==> src/rtl/uart_pkg.sv <==
// ----------------------------------------------------------------------------
// uart_pkg
// Shared constants and types for the UART console path: ASCII control
// characters, the message-formatter state encoding and default clock/baud.
// ----------------------------------------------------------------------------
package uart_pkg;

   localparam int unsigned BYTE_W    = 8;
   localparam int unsigned CLK_FRE   = 27;        // board clock, MHz
   localparam int unsigned UART_BAUD = 115200;

   localparam logic [BYTE_W-1:0] ASCII_CR = 8'h0d;
   localparam logic [BYTE_W-1:0] ASCII_LF = 8'h0a;

   // Message formatter states
   typedef enum logic [1:0] {
      ST_IDLE = 2'd0,
      ST_SEND = 2'd1,
      ST_GAP  = 2'd2
   } hex_state_e;

endpackage

==> src/rtl/hex_nibble_ascii.sv <==
// ----------------------------------------------------------------------------
// hex_nibble_ascii
// Combinational 4-bit nibble to lowercase ASCII hex character ('0'..'9',
// 'a'..'f').
// Ports:
//   nibble   in  4  value to encode
//   ascii_c  out 8  ASCII character (combinational)
// ----------------------------------------------------------------------------
module hex_nibble_ascii
   import uart_pkg::*;
(
   input  logic [3:0]        nibble,
   output logic [BYTE_W-1:0] ascii_c
);

   // 8'h57 + 10 = 'a'
   always_comb begin
      if (nibble < 4'd10) begin
         ascii_c = 8'h30 + {4'h0, nibble};
      end else begin
         ascii_c = 8'h57 + {4'h0, nibble};
      end
   end

endmodule

==> src/rtl/uart_hex_report.sv <==
// ----------------------------------------------------------------------------
// uart_hex_report
// On a request, captures a value and streams PREFIX, the value as lowercase
// ASCII hex (MSB nibble first) and CR LF into uart_tx, one byte per
// valid/ready handshake with a one-cycle gap after every accepted byte.
// Ports:
//   clk, rst_n      clock, asynchronous active-low reset
//   req             start request, sampled only while idle
//   value           value to print, captured with the accepted request
//   busy            message in progress
//   done            one-cycle pulse after the final LF byte is accepted
//   tx_data         byte to uart_tx (registered)
//   tx_data_valid   byte valid to uart_tx (registered)
//   tx_data_ready   uart_tx can accept a byte
// ----------------------------------------------------------------------------
module uart_hex_report
   import uart_pkg::*;
#(
   parameter int unsigned PREFIX_LEN = 4,
   parameter logic [((PREFIX_LEN > 0) ? PREFIX_LEN : 1)*8-1:0] PREFIX = "cnt=",
   parameter int unsigned HEX_DIGITS = 8
) (
   input  logic                    clk,
   input  logic                    rst_n,
   input  logic                    req,
   input  logic [4*HEX_DIGITS-1:0] value,
   output logic                    busy,
   output logic                    done,
   output logic [BYTE_W-1:0]       tx_data,
   output logic                    tx_data_valid,
   input  logic                    tx_data_ready
);

   localparam int unsigned VAL_W   = 4 * HEX_DIGITS;
   localparam int unsigned IDX_W   = 8;
   localparam int unsigned MSG_LEN = PREFIX_LEN + HEX_DIGITS + 2;

   // Parameter legality
   if (MSG_LEN > 255) begin : g_len_chk
      $error("uart_hex_report: message length must not exceed 255 bytes");
   end
   if (HEX_DIGITS < 1 || HEX_DIGITS > 8) begin : g_dig_chk
      $error("uart_hex_report: HEX_DIGITS must be 1..8");
   end

   hex_state_e        state_q, state_d;
   logic [IDX_W-1:0]  idx_q, idx_d;
   logic [VAL_W-1:0]  val_q, val_d;

   logic              busy_d, done_d, valid_d;
   logic [BYTE_W-1:0] data_d;

   logic              accept;
   logic              last;
   logic [3:0]        nibble;
   logic              is_hex;
   logic [BYTE_W-1:0] const_byte;
   logic [BYTE_W-1:0] hex_c;

   assign accept = (state_q == ST_SEND) && tx_data_valid && tx_data_ready;
   assign last   = (idx_q == IDX_W'(MSG_LEN - 1));

   // State, datapath and output registers
   always_ff @(posedge clk or negedge rst_n) begin
      if (!rst_n) begin
         state_q       <= ST_IDLE;
         idx_q         <= '0;
         val_q         <= '0;
         busy          <= 1'b0;
         done          <= 1'b0;
         tx_data       <= '0;
         tx_data_valid <= 1'b0;
      end else begin
         state_q       <= state_d;
         idx_q         <= idx_d;
         val_q         <= val_d;
         busy          <= busy_d;
         done          <= done_d;
         tx_data       <= data_d;
         tx_data_valid <= valid_d;
      end
   end

   // Next-state logic
   always_comb begin
      state_d = state_q;
      idx_d   = idx_q;
      val_d   = val_q;
      unique case (state_q)
         ST_IDLE: begin
            if (req) begin
               val_d   = value;
               idx_d   = '0;
               state_d = ST_SEND;
            end
         end
         ST_SEND: begin
            if (accept) begin
               if (last) begin
                  state_d = ST_IDLE;
               end else begin
                  idx_d   = idx_q + IDX_W'(1);
                  state_d = ST_GAP;
               end
            end
         end
         ST_GAP: begin
            state_d = ST_SEND;
         end
         default: begin
            state_d = ST_IDLE;
         end
      endcase
   end

   // Byte decode for the upcoming index: prefix, hex nibble or CR/LF
   always_comb begin
      const_byte = ASCII_LF;
      nibble     = 4'h0;
      is_hex     = 1'b0;
      if (idx_d == IDX_W'(MSG_LEN - 2)) begin
         const_byte = ASCII_CR;
      end
      for (int k = 0; k < int'(PREFIX_LEN); k++) begin
         if (idx_d == IDX_W'(k)) begin
            const_byte = PREFIX[8*(int'(PREFIX_LEN)-1-k) +: 8];
         end
      end
      for (int k = 0; k < int'(HEX_DIGITS); k++) begin
         if (idx_d == IDX_W'(int'(PREFIX_LEN) + k)) begin
            is_hex = 1'b1;
            nibble = val_d[4*(int'(HEX_DIGITS)-1-k) +: 4];
         end
      end
   end

   hex_nibble_ascii u_hex (
      .nibble  (nibble),
      .ascii_c (hex_c)
   );

   // Output logic: values registered at the next edge
   always_comb begin
      busy_d  = (state_d != ST_IDLE);
      done_d  = accept && last;
      valid_d = (state_d == ST_SEND);
      data_d  = tx_data;
      if (valid_d) begin
         data_d = is_hex ? hex_c : const_byte;
      end
   end

endmodule

==> config.mk <==
export PLATFORM = sky130hd
export DESIGN_NAME = uart_hex_report
export DESIGN_NICKNAME = d
export VERILOG_FILES = /design/src/rtl/uart_pkg.sv /design/src/rtl/hex_nibble_ascii.sv /design/src/rtl/uart_hex_report.sv
export SDC_FILE = /design/constraint.sdc
export NUM_CORES = 1
export LEC_CHECK = 0
export ABC_AREA = 0
export BUFFER_PORTS_ARGS = -buffer_cell sky130_fd_sc_hd__buf_4
export CORE_ASPECT_RATIO = 0.7
export CORE_UTILIZATION = 61
export DETAILED_ROUTE_END_ITERATION = 6
export PLACE_DENSITY = 0.84
export SYNTH_ARGS = -nofsm -noshare
export SYNTH_HDL_FRONTEND = slang
export SYNTH_SLANG_ARGS = --single-unit
==> constraint.sdc <==
create_clock -name clk -period 8.8 [get_ports clk]
set_input_delay 0.44 -clock clk [delete_from_list [all_inputs] [get_ports clk]]
set_output_delay 0.44 -clock clk [all_outputs]
set_load 0.05 [all_outputs]
# [Word level (Yosys, flattened, before mapping)]
# Index checks and enable logic that the tools add are counted.
[op_classes] add_sub_neg=3 mul=0 div=0 order_cmp=1 eq_ne=16 shift=0 mux=33 bitwise_logic=0 reduce_logical=6
[op_table] cell="$mux W8" count=9
[op_table] cell="$mux W32" count=2
[op_table] cell="$eq A8 B4 Y1 const B" count=6
[op_table] cell="$eq A8 B3 Y1 const B" count=4
[op_table] cell="$mux W4" count=8
[op_table] cell="$eq A8 B2 Y1 const B" count=2
[op_table] cell="$pmux W8 S2" count=1
[op_table] cell="$add A7 B4 Y8 const A" count=1
[op_table] cell="$add A8 B1 Y8 const B" count=1
[op_table] cell="$eq A8 B1 Y1 const B" count=1
[op_table] cell="$logic_not A8 Y1" count=1
[op_table] cell="$mux W1" count=8
[op_table] cell="$add A6 B4 Y7 const A" count=1
[op_table] cell="$mux W2" count=3
[op_table] cell="$pmux W2 S3" count=1
[op_table] cell="$eq A2 B1 Y1 const B" count=2
[op_table] cell="$lt A4 B4 Y1 const B" count=1
[op_table] cell="$logic_and A1 B1 Y1" count=3
[op_table] cell="$mux W3" count=1
[op_table] cell="$eq A2 B2 Y1 const B" count=1
[op_table] cell="$logic_not A2 Y1" count=1
[op_table] cell="$reduce_bool A2 Y1" count=1
[totals] ff_bits=53 latch_bits=0 ram_bits=0 mem_bits_ro=0 in_bits=36 out_inout_bits=11 word_cells=66 mem_count=0

# [Depth between registers and ports, before layout]
[logic_depth] ltp_word=17 ltp_mapped=16 mapped_depth_nobuf=15

# [Hierarchy]
# A second synthesis with hierarchy kept.
[unflattened] hier_cells=329 area_unflattened_um2=3015.4
[modules_own_cells] mod="uart_hex_report" n_inst=1 cells_per_inst=312 area_per_inst_um2=2892.8 seq_area_each_um2=1326.3
[modules_own_cells] mod="hex_nibble_ascii" n_inst=1 cells_per_inst=17 area_per_inst_um2=122.6 seq_area_each_um2=0.0

# [Worst setup path before layout]
# No wires, ideal clock.
[synth_path] kind="register to register" start="register tx_data_valid" end="register tx_data[2]" setup_time_ps=132 arrival_time_ps=3000 t_required_ps=8668 setup_slack_ps=5669 stages_incl_launch_ff=14 path_buffers=0 synth_period_minus_slack_ps=3131 path_cell_list="dfrtp_1 nand4b_1 a211o_1 o21a_4 inv_2 mux2_1 a22o_1 or3b_1 o21a_1 nand2_1 ha_1 nand2_1 mux2i_1 o211ai_1"
[synth_via] elab_chain_cells=16 elab_cells_between_ends=46 classes_between="add/sub: 2; order compare: 1; eq/ne: 13; mux: 27; reduce/logical: 3"
[synth_rtl] element="start: declaration" line_no="uart_hex_report.sv:30" source="output logic tx_data_valid,"
[synth_rtl] element="start signal: assignment" line_no="uart_hex_report.sv:80" source="tx_data_valid <= valid_d;"
[synth_rtl] element="$logic_and A1 B1 Y1 (*) (2 in series)" line_no="uart_hex_report.sv:60" source="assign accept = (state_q == ST_SEND) && tx_data_valid && tx_data_ready;"
[synth_rtl] element="$mux W8" line_no="uart_hex_report.sv:98" source="if (accept) begin"
[synth_rtl] element="$pmux W8 S2" line_no="uart_hex_report.sv:89" source="unique case (state_q)"
[synth_rtl] element="$eq A8 B3 Y1" line_no="uart_hex_report.sv:130" source="if (idx_d == IDX_W'(int'(PREFIX_LEN) + k)) begin"
[synth_rtl] element="$mux W4 (8 in series)" line_no="uart_hex_report.sv:130"
[synth_rtl] element="$add A7 B4 Y8, or another cell as far along" line_no="hex_nibble_ascii.sv:21" source="ascii_c = 8'h57 + {4'h0, nibble};"
[synth_rtl] element="$mux W8" line_no="hex_nibble_ascii.sv:18" source="if (nibble < 4'd10) begin"
[synth_rtl] element="$mux W8" line_no="uart_hex_report.sv:149" source="data_d = is_hex ? hex_c : const_byte;"
[synth_rtl] element="end signal: assignment" line_no="uart_hex_report.sv:79" source="tx_data <= data_d;"
[synth_rtl] element="end: declaration" line_no="uart_hex_report.sv:29" source="output logic [BYTE_W-1:0] tx_data,"
# Every way passes the cells marked *; elsewhere a longest branch is shown, timed or not.
# A chain may end at the register's enable or synchronous reset.

# [Final worst setup path]
[layout_path] start="register state_q[0]" end="register tx_data[2]"
[layout_via] elab_chain_cells=17 elab_cells_between_ends=51 classes_between="add/sub: 2; order compare: 1; eq/ne: 15; mux: 29; reduce/logical: 4"
[layout_rtl] element="start: declaration" line_no="uart_hex_report.sv:46" source="hex_state_e state_q, state_d;"
[layout_rtl] element="start signal: assignment" line_no="uart_hex_report.sv:74" source="state_q <= state_d;"
[layout_rtl] element="$eq A2 B1 Y1" line_no="uart_hex_report.sv:60, uart_hex_report.sv:89"
[layout_rtl] element="$logic_and A1 B1 Y1 (2 in series)" line_no="uart_hex_report.sv:60"
[layout_rtl] element="$mux W8" line_no="uart_hex_report.sv:98"
[layout_rtl] element="$pmux W8 S2" line_no="uart_hex_report.sv:89"
[layout_rtl] element="$eq A8 B3 Y1" line_no="uart_hex_report.sv:130"
[layout_rtl] element="$mux W4 (8 in series)" line_no="uart_hex_report.sv:130"
[layout_rtl] element="$add A7 B4 Y8, or another cell as far along" line_no="hex_nibble_ascii.sv:21"
[layout_rtl] element="$mux W8" line_no="hex_nibble_ascii.sv:18"
[layout_rtl] element="$mux W8" line_no="uart_hex_report.sv:149"
# Parallel ways exist; a longest one is shown, timed or not.

==> run_results.csv <==
group,metric,value,unit
power_and_ir_drop,p_leak,1.61,nW
logic_synthesis,yosysMostFrequentCell,"nand2_1",
drt,drc_errors,9,
logic_synthesis,synth_common_cells,"nand2_1 (94), dfrtp_1 (52), nor2_1 (21)",
floorplan,core,4450,sq um
global_route,antenna_found_initial,0,
logic_synthesis,postSynthAreaPerCell,9.04,sq um
logic_synthesis,synth-edff-count,0,
logic_synthesis,synth_ff_type,"dfrtp_1",
critical_path,crit_fanout,26,
global_route,grt_usage,28.1,%
logic_synthesis,synth_nets,359,
drt,via_per_inst,5.81,
logic_synthesis,synth_seq_cells,52,
cts,h-tree-depth,2,
cells_and_area,final_util,74.5,%
logic_synthesis,synth_largest_area_cell,"dfrtp_1",
floorplan,die_width,84.3,um
logic_synthesis,yosysSeqAreaShare,45.0,%
timing,relSlewSlack,39.5,%
critical_path,arrival,3830,ps
global_route,grt_start_max_net_pins,53,
logic_synthesis,yosys_warnings,0,
drt,vias,2411,
logic_synthesis,ys_async_sr_fraction,100,%
cells_and_area,area_growth,14.7,%
floorplan,rows,20,
cts,cts_root_buffer,"clkbuf_8",
floorplan,die_area,5020,sq um
timing,period_share,41.5,%
cells_and_area,fin_area,3320,sq um
critical_path,reg2reg_slack,5150,ps
logic_synthesis,syn_area,2890,sq um
drt,routed_wl,6310,um
cells_and_area,antenna-diode-count,0,
logic_synthesis,synth.area.top_cells,"dfrtp_1 (45%), nand2_1 (12%), mux2i_1 (2.8%), mux2_2 (2.7%), nor2_1 (2.7%)",
cells_and_area,nets,398,
timing,hold_viol,0,
global_route,grt_pass1_vias,2218,
run_status,violations,"DRC",
critical_path,crit_required,8980,ps
critical_path,r2r_cells,13,
place,io_buffers,45,
logic_synthesis,ys_types,62,
floorplan,initial_core_util,64.9,%
timing,hold_ws,152,ps
cts,clk_pin_slew_worst_paths,90,ps
cts,cts_buffers,5,
cts,cts_tree,"yes",
floorplan,die_y,59.6,um
min_path,hold_path_class,"in -> async",
timing,maxSlewViolCount,0,
critical_path,criticalPathCategory,"reg -> reg",
global_route,overflow,0,
run_status,status,"finished, violations left",
timing,worstMarginPinSlew,907,ps
critical_path,start_kind,"flop",
cts,cts.sinks,52,
timing,fmax,0.274,GHz
floorplan,io_pins,47,
job,cap_viol_max_count,0,
logic_synthesis,synth_cells,320,
cts,post_cts_resized,0,
power_and_ir_drop,p_total,1.01,mW
power_and_ir_drop,powerDensity,305,nW/um^2
timing,rsz0062_at_grt,"no",
timing,final-setup-viol-count,0,
drt,detail_route.first_pass.iterations,6,
place,dpl-instance-area,3230,sq um
cts,worstSkewPairLatency,300,ps
logic_synthesis,synth_top_area_share,45.0,%
place,place_congestion,0.875,
cts,cts_hold_buf,0,
power_and_ir_drop,ir_drop,0.000192,V
drt,ant_nets,0,
timing,fin_skew,6.07,ps
critical_path,worstSetupEndpointType,"flop",
global_route,grt_pass1_wl,10600,um
cts,cts_buffer_depth,2,
timing,fin_crit,3650,ps
critical_path,r2r_end,"tx_data[2]",
timing,tns,0,ps
critical_path,reg2reg_from,"state_q[0]",
place,dp_hpwl,4590,um
drt,drtIter0Drc,197,
cts,cts_setup_buffers,0,
drt,wire_per_inst,15.2,um
cells_and_area,drive_gt1_share,22.5,%
-- cell type report --
class                      count  area [sq um]
sequential                    52          1300
clock buffer                   8          90.1
fill                         346          1140
inverter                      15          56.3
multi-input combinational    238          1450
tap                           55          68.8
timing repair buffer          47           353
-- placed cells by master (no fill, tap or decap), types with 3 or more instances in the layout --
master	instances
nand2_1	94
dfrtp_1	52
buf_4	47
nor2_1	21
inv_1	12
mux2i_1	8
nand2b_1	8
a21oi_1	8
mux2_2	7
o21ai_0	6
nand3_1	6
clkbuf_8	6
and2_1	5
o211ai_1	4
nor2b_1	3
a31oi_1	3
nand4_1	3
nor3_1	3
a21o_1	3
inv_2	3
o21a_1	3
o221ai_1	3
a221oi_1	3
ha_1	3
-- power breakdown --
part           internal, mW  switching (mW)
combinational         0.178           0.316
clock                0.0642          0.0736
sequential            0.335          0.0441
total                 0.577           0.433
-- stage by stage --
stage / instances / worst slack (ps)
after floorplan: 320 / 5670
after global placement: 407 / 5230
after detailed placement: 407 / 5110
after CTS: 415 / 5150
after global routing: 415 / 4890
final: 415 / 5150
-- how the worst max path moves through the flow --
| stage | slack [ps] | cells past startpoint | to | start |
|---|---|---|---|---|
| global route | 4890 | 13 | tx_data[2] | state_q[0] |
| detailed placement | 5110 | 14 | tx_data[2] | req |
| finish | 5150 | 13 | tx_data[2] | state_q[0] |
| CTS | 5150 | 13 | tx_data[2] | state_q[0] |
| floorplan | 5670 | 13 | tx_data[2] | tx_data_valid |
| global placement | 5230 | 14 | tx_data[2] | req |
-- sequential cells by signal, indices dropped and copies added (netlist names) --
signal,count
val_q,32
idx_q,8
tx_data,7
state_q,2
busy,1
done,1
tx_data_valid,1
-- routing by layer --
layer | global-route usage [%] | vias to the layer above | part of all wire, %
met5 | 0 | - | 0
met4 | 9.61 | 0 | 1.6
met3 | 5.57 | 9 | 5.3
met2 | 43.2 | 61 | 44
met1 | 40.6 | 1173 | 49
li1 | - | 1168 | -
-- logic make-up (layout without fill, tap and decap cells) --
logic type	count (synthesis)	after routing	synth area share [%]
compound gates	58	58	16.1
xor+xnor	1	1	0.303
fa+ha+maj	3	3	1.30
buf+inv	30	70	5.15
flops	52	52	45.0
mux	17	17	6.27
other cells	1	1	0.130
simple gates	158	158	25.7
-- critical path, stage by stage (launching register included) --
cell      delay (ps)
dfrtp_1          530
or3b_1           770
nand2_4          100
o21a_4           280
inv_2            200
mux2_2           370
a22o_1           190
or3b_1           370
o21a_1           140
nand2_1           80
ha_1             170
nand2_1           80
mux2i_1          160
o211ai_1          90
(Power assumes the default switching activity.)
